[config.mk]
export PLATFORM = sky130hd
export DESIGN_NAME = key_debouncer_flat
export DESIGN_NICKNAME = d
export VERILOG_FILES = /design/src/rtl/key_debouncer_if.sv /design/src/rtl/key_debouncer.sv /design/src/flat_wrapper.sv
export SDC_FILE = /design/constraint.sdc
export NUM_CORES = 1
export LEC_CHECK = 0
export CAP_MARGIN = 20
export CORE_MARGIN = 2
export CORE_UTILIZATION = 40
export CTS_CLUSTER_SIZE = 14
export DETAILED_ROUTE_END_ITERATION = 8
export PLACE_DENSITY = 0.62
export SETUP_SLACK_MARGIN = 0.15
export SLEW_MARGIN = 20
export SYNTH_ARGS = -nofsm -noshare
export SYNTH_HDL_FRONTEND = slang
export SYNTH_SLANG_ARGS = --single-unit
[constraint.sdc]
create_clock -name clk -period 1.9 [get_ports clk]
set_input_delay 0.19 -clock clk [delete_from_list [all_inputs] [get_ports clk]]
set_output_delay 0.19 -clock clk [all_outputs]
set_load 0.01 [all_outputs]
[src/rtl/key_debouncer_if.sv]
// Key bus between the raw button lines, the debouncer and the panel controller.
// Every key signal is active-low.
interface key_debouncer_if #(
  parameter int N_KEYS = 7
);
  logic [N_KEYS-1:0] keys_raw;
  logic [N_KEYS-1:0] keys;
  logic [N_KEYS-1:0] key_state;

  modport master (
    output keys_raw,
    input  keys,
    input  key_state
  );

  modport slave (
    input  keys_raw,
    output keys,
    output key_state
  );
endinterface

[src/rtl/key_debouncer.sv]
// Synchronizes and debounces active-low keys.
// Issues one single-cycle, one-hot-low event per press episode.
module key_debouncer #(
  parameter int N_KEYS          = 7,
  parameter int DEBOUNCE_CYCLES = 500000,
  parameter int CNT_W           = 20
) (
  input  logic             clk,
  input  logic             rst,
  key_debouncer_if.slave   bus
);

  localparam logic [CNT_W-1:0] LAST =
    CNT_W'(DEBOUNCE_CYCLES - 1);

  typedef enum logic {
    IDLE,
    HELD
  } st_t;

  logic [N_KEYS-1:0] s1;
  logic [N_KEYS-1:0] s2;
  logic [N_KEYS-1:0] stable;
  logic [N_KEYS-1:0] keys_q;
  logic [N_KEYS-1:0] pick;
  logic [CNT_W-1:0]  cnt [N_KEYS];
  st_t               st;

  always_ff @(posedge clk or negedge rst) begin
    if (!rst) begin
      s1 <= '1;
      s2 <= '1;
    end else begin
      s1 <= bus.keys_raw;
      s2 <= s1;
    end
  end

  // A bounce back to the stable level restarts the count.
  always_ff @(posedge clk or negedge rst) begin
    if (!rst) begin
      stable <= '1;
      for (int i = 0; i < N_KEYS; i++)
        cnt[i] <= '0;
    end else begin
      for (int i = 0; i < N_KEYS; i++) begin
        if (s2[i] == stable[i]) begin
          cnt[i] <= '0;
        end else if (cnt[i] == LAST) begin
          stable[i] <= s2[i];
          cnt[i]    <= '0;
        end else begin
          cnt[i] <= cnt[i] + 1'b1;
        end
      end
    end
  end

  // Lowest pressed index wins.
  always_comb begin
    pick = '1;
    for (int i = N_KEYS - 1; i >= 0; i--) begin
      if (!stable[i]) begin
        pick    = '1;
        pick[i] = 1'b0;
      end
    end
  end

  always_ff @(posedge clk or negedge rst) begin
    if (!rst) begin
      st     <= IDLE;
      keys_q <= '1;
    end else begin
      unique case (st)
        IDLE: begin
          if (stable != '1) begin
            keys_q <= pick;
            st     <= HELD;
          end else begin
            keys_q <= '1;
          end
        end
        HELD: begin
          keys_q <= '1;
          if (stable == '1)
            st <= IDLE;
        end
        default: begin
          keys_q <= '1;
          st     <= IDLE;
        end
      endcase
    end
  end

  assign bus.keys      = keys_q;
  assign bus.key_state = stable;

endmodule

[src/flat_wrapper.sv]
// flat-port wrapper written by rule: the top's interface ports become plain ports
module key_debouncer_flat 
#(
  parameter int N_KEYS          = 7,
  parameter int DEBOUNCE_CYCLES = 500000,
  parameter int CNT_W           = 20
)
  (clk, rst, bus_keys_raw, bus_keys, bus_key_state);
  key_debouncer_if #(.N_KEYS(N_KEYS)) bus_i ();
  input  logic clk;
  input  logic rst;
  input wire logic [$bits(bus_i.keys_raw)-1:0] bus_keys_raw;
  output wire logic [$bits(bus_i.keys)-1:0] bus_keys;
  output wire logic [$bits(bus_i.key_state)-1:0] bus_key_state;
  assign bus_i.keys_raw = bus_keys_raw;
  assign bus_keys = bus_i.keys;
  assign bus_key_state = bus_i.key_state;
  key_debouncer #(.N_KEYS(N_KEYS), .DEBOUNCE_CYCLES(DEBOUNCE_CYCLES), .CNT_W(CNT_W)) u_core (.clk(clk), .rst(rst), .bus(bus_i));
endmodule
Yosys cells after proc, flatten, opt, wreduce, memory -nomap -nowiden
Cells that the tools add are included.
{ "word_totals": {"output_inout_bits": 14, "elab_cells": 82, "register_bits": 169, "inputBits": 9} }
{ "op_classes": {"n_addsub": 7, "n_reduce_logical": 7, "eq_ne": 16, "bitwise_logic": 8, "n_mux": 26} }
{ "ops": {"columns": ["operator", "count"], "rows": [
  ["$mux W20", 14],
  ["$add A20 B1 Y20 const B", 7],
  ["$eq A20 B19 Y1 const B", 7],
  ["$mux W7", 8],
  ["$pmux W7 S2", 1],
  ["$reduce_and A2 Y1", 7],
  ["$not A1 Y1", 8],
  ["$eq A1 B1 Y1", 7],
  ["$eq A7 B7 Y1 const B", 1],
  ["$ne A7 B7 Y1 const B", 1],
  ["$mux W1", 2],
  ["$pmux W1 S2", 1]
]} }

Depth between registers and ports, before layout
{ "depth": {"word_depth": 9, "depth_mapped": 7, "depth_no_buf": 5} }

Least setup slack after synthesis
No wires, ideal clock.
{ "synth_path": {"path_kind": "flip-flop to flip-flop", "start": "register u_core.cnt[132] in the netlist's numbering", "end": "register u_core.cnt[127] in the netlist's numbering", "arrival_time_ns": 1.872, "path_slack_ns": -0.091, "n_path_buf": 1, "path_stages_with_launch": 6, "t_required_ns": 1.781, "path_cell_list": "dfrtp_1 > or4_1 > or4_4 > o21bai_4 > buf_4 > nor2_1"} }
{ "synth_via": {"elab_chain_len": 3} }
{ "synth_lines": {"columns": ["element", "line", "source"], "rows": [
  ["start: declaration", "key_debouncer.sv:26", "logic [CNT_W-1:0] cnt [N_KEYS];"],
  ["start signal: indexed assignment", "key_debouncer.sv:53", "cnt[i] <= cnt[i] + 1'b1;"],
  ["$eq A20 B19 Y1", "key_debouncer.sv:49", "end else if (cnt[i] == LAST) begin"],
  ["$mux W20", "key_debouncer.sv:49", null],
  ["$mux W20", "key_debouncer.sv:47", "if (s2[i] == stable[i]) begin"]
]} }
No other way between the ends.
A chain may end at the register's enable or synchronous reset.

Worst setup path in the final report
{ "layout_path": {"start": "register u_core.cnt[132] in the netlist's numbering", "end": "register u_core.cnt[136] in the netlist's numbering"} }
{ "layout_via": {"elab_chain_len": 3, "word_cells_on_any_way": 4, "cone_classes": "1 x add/sub; 1 x eq/ne; 2 x mux"} }
{ "layout_lines": {"columns": ["element", "line"], "rows": [
  ["$add A20 B1 Y20 or $eq A20 B19 Y1 (tied branches)", "key_debouncer.sv:53, key_debouncer.sv:49"],
  ["$mux W20 (*)", "key_debouncer.sv:49"],
  ["$mux W20 (*)", "key_debouncer.sv:47"]
]} }
Mark *: on every way between the ends. The rest lies on a longest branch, timed or not.

==> impl_metrics.csv <==
group,metric,value,unit
power_and_ir_drop,finalPower,7757,uW
yosys,synth-edff-count,0,
power_and_ir_drop,p_leak,0.004121,uW
yosys,asyncSetResetFlopFracSynth,1.000,
floorplanning,start_util,0.4107,
route,first_pass_iters,4,
route,viasPerCell,5.240,
global_routing,grtUsageTotal,0.1623,
global_routing,grt_start_max_net_pins,50,
global_routing,use_met1,0.2252,
floorplanning,placementRows,51,
sta,finClkSkew,9.581,ps
yosys,ys_types,48,
global_routing,grt-busiest-layer,"met2",
sta,period_minus_slack,1958,ps
floorplanning,die_h,146.1,um
clock_network,cts-htree-levels,4,
placement,pre_cts_ws,-42.27,ps
final_layout,fill_cells,1797,
critical_path,cp-start-kind,"register",
yosys,syn_inst,802,
route,vias,6351,
final_layout,drive_gt1_frac,0.3168,
clock_network,numCtsBuffers,17,
yosys,yosys_warnings,0,
route,wl,17240,um
floorplanning,ios,23,
sta,post-route-period-util,1.030,
min_path,whs_path_depth,1,
yosys,synth.avg_cell_area,10.06,um^2
yosys,synth-seq-area-share,0.5283,
global_routing,grt_pass1_vias,6049,
run_status,violations,"negative setup slack",
final_layout,fin_nets,950,
critical_path,critical_path_class,"register to register",
route,drc,0,
final_layout,final_cells,1212,
global_routing,grt_first_pass_wirelength,28840,um
sta,holdWs,161.8,ps
global_routing,grt_antenna_before_repair,0,
route,wl_per_cell,14.22,um
sta,rsz0062_at_grt,"true",
job,drv_cap,0,
yosys,synth_area,0.008071,mm^2
critical_path,required,2210,ps
sta,final-hold-violation-count,0,
min_path,holdCritPathClass,"primary input to register",
route,ant_nets,0,
sta,tightest_slew,473.8,ps
sta,setup_viol,19,
global_routing,grt_overflow,0,
route,drt_iter0_drc,313,
placement,place.port_buffers,22,
floorplanning,die_x,146.1,um
placement,dp_hpwl,11350,um
clock_network,cts_tree,"built",
critical_path,cp_max_fo,18,
placement,gp_congestion,0.8397,
clock_network,ctsLongestPathBuffers,2,
sta,finalSetupTns,-812.3,ps
yosys,synth.ff_latch_count,169,
sta,setup_ws,-57.65,ps
yosys,synth.largest_area_cell,"dfrtp_1",
sta,maxSlewHeadroom,0.6798,
critical_path,arrival,2270,ps
critical_path,worst-r2r-cell-count,5,
run_status,outcome,"complete, but fails checks",
final_layout,antenna_cells,0,
sta,maxSlewViolCount,0,
global_routing,grtUsageMet3,0.03344,
clock_network,cts_root_buffer,"clkbuf_16",
floorplanning,core,0.01965,mm^2
clock_network,insertion_delay,430,ps
final_layout,area_growth,31.48,%
power_and_ir_drop,power.density,730.9,mW/mm^2
power_and_ir_drop,ir_drop,0.5236,mV
critical_path,worstSetupEndpointType,"register",
sta,timing.fmax,510.8,MHz
clock_network,clock_sinks,169,
yosys,synth_top_area_share,0.4371,
yosys,synth_fp_nets,818,
yosys,synth.area.top_cells,"dfrtp_1 (44%), dfstp_2 (9.1%), xnor2_1 (8.1%)",
clock_network,clk_pin_slew_worst_paths,70,ps
floorplanning,dieArea,0.02133,mm^2
global_routing,use_met2,0.2552,
placement,placed_cells,1140,
yosys,synth_flop_cell,"dfrtp_1",
-- cell type report --
cell class	count	area [um^2]	share of cell area
Inverter	35	131.4	0.01238
Multi-Input combinational cell	579	4083	0.3847
Sequential cell	169	4283	0.4036
Clock inverter	10	166.4	0.01568
Tap cell	265	331.6	0.03124
Timing Repair Buffer	132	1154	0.1087
Clock buffer	22	464.2	0.04374
-- timing repair --
item                                   4_1_cts  5_1_grt
resized for setup                           20      112
setup endpoints to repair                   59      111
hold buffers                                 1        0
pin swaps                                    5       35
endpoints found under the hold margin       37        0
gates cloned                                 0        2
buffers inserted                            18       19
-- metal layers --
| metal | vias up | part of all wire | wire, um |
|---|---|---|---|
| met2 | 56 | 0.48 | 8318 |
| met4 | 0 | 0.016 | 277 |
| met3 | 21 | 0.023 | 395 |
| met1 | 3171 | 0.48 | 8247 |
| met5 | - | 0 | 0 |
| li1 | 3103 | - | - |
-- worst paths after layout --
| check | to | startpoint | slack [ps] |
|---|---|---|---|
| max reg2reg | u_core.cnt[136]$_DFF_PN0_ | u_core.cnt[132]$_DFF_PN0_ | -60 |
| max in group asynchronous | u_core.s2[2]$_DFF_PN1_ | rst | 930 |
| max | u_core.cnt[136]$_DFF_PN0_ | u_core.cnt[132]$_DFF_PN0_ | -60 |
| min in group asynchronous | u_core.cnt[100]$_DFF_PN0_ | rst | 290 |
| min | u_core.s1[3]$_DFF_PN1_ | bus_keys_raw[3] | 160 |
| min reg2reg | u_core.s2[6]$_DFF_PN1_ | u_core.s1[6]$_DFF_PN1_ | 350 |
-- cell usage in the layout (no fill, tap or decap), drive strengths merged, types with 4 or more instances in the layout --
cell type      instances
o31ai                 17
clkdlybuf4s50         14
nand3                 48
nor3                  30
nand4                 42
xor2                  23
mux2                   7
and3                   5
o21ai                 14
inv                   36
a21oi                 34
or3                   21
dfrtp                141
or4                   26
nand2                 41
xnor2                 75
or2                    7
ha                     7
and4                   6
buf                  109
nor4                  24
a31o                   6
dfstp                 28
bufinv                 4
dlygate4sd2            6
clkbuf                23
nor2                 124
-- report_power, final --
| part | internal, uW | leakage (uW) | total [uW] | switching, uW |
|---|---|---|---|---|
| Combinational | 147 | 0.00160 | 348 | 201 |
| Sequential | 3660 | 0.00222 | 3710 | 49.1 |
| Clock | 2280 | 0.000301 | 3700 | 1420 |
| Total | 6090 | 0.00412 | 7760 | 1670 |
-- cells by family (layout without fill, tap and decap cells) --
logic type / count (synthesis) / in the layout / synth area share
xor+xnor: 98 / 98 / 0.1063
flops: 169 / 169 / 0.5283
simple gates: 390 / 390 / 0.2524
buf+inv: 54 / 199 / 0.02852
fa+ha+maj: 7 / 7 / 0.01085
mux: 7 / 7 / 0.009766
compound gates: 77 / 77 / 0.06387
-- synth_stat cells (all sizes together), types with 7 or more instances --
master and instances:
a21oi 34, buf 12, clkbuf 7, dfrtp 141, dfstp 28, ha 7, inv 35, mux2 7
nand2 41, nand3 48, nand4 42, nor2 124, nor3 30, nor4 24, o21ai 14, o31ai 17
or2 7, or3 21, or4 26, xnor2 75, xor2 23
-- worst max-delay path: stages (launching register included) --
cell	delay [ps]
dfrtp_1	370
or4_1	510
or4_4	570
o21bai_4	150
buf_12	170
nor2_1	70
-- state kept, by name (all words and copies together), names as in the netlist --
signal and flops:
u_core.bus.key_state 7, u_core.st 1, u_core.cnt 140, u_core.bus.keys 7, u_core.s2 7, u_core.s1 7
-- per-stage QoR --
step / utilization / instance area [um^2]
6_report: 0.5400 / 10610
5_1_grt: 0.5400 / 10610
3_3_place_gp: 0.4671 / 9180
3_5_place_dp: 0.4671 / 9180
2_1_floorplan: - / 8195
4_1_cts: 0.5092 / 10010
No activity file was read; power rests on OpenSTA's default activity.
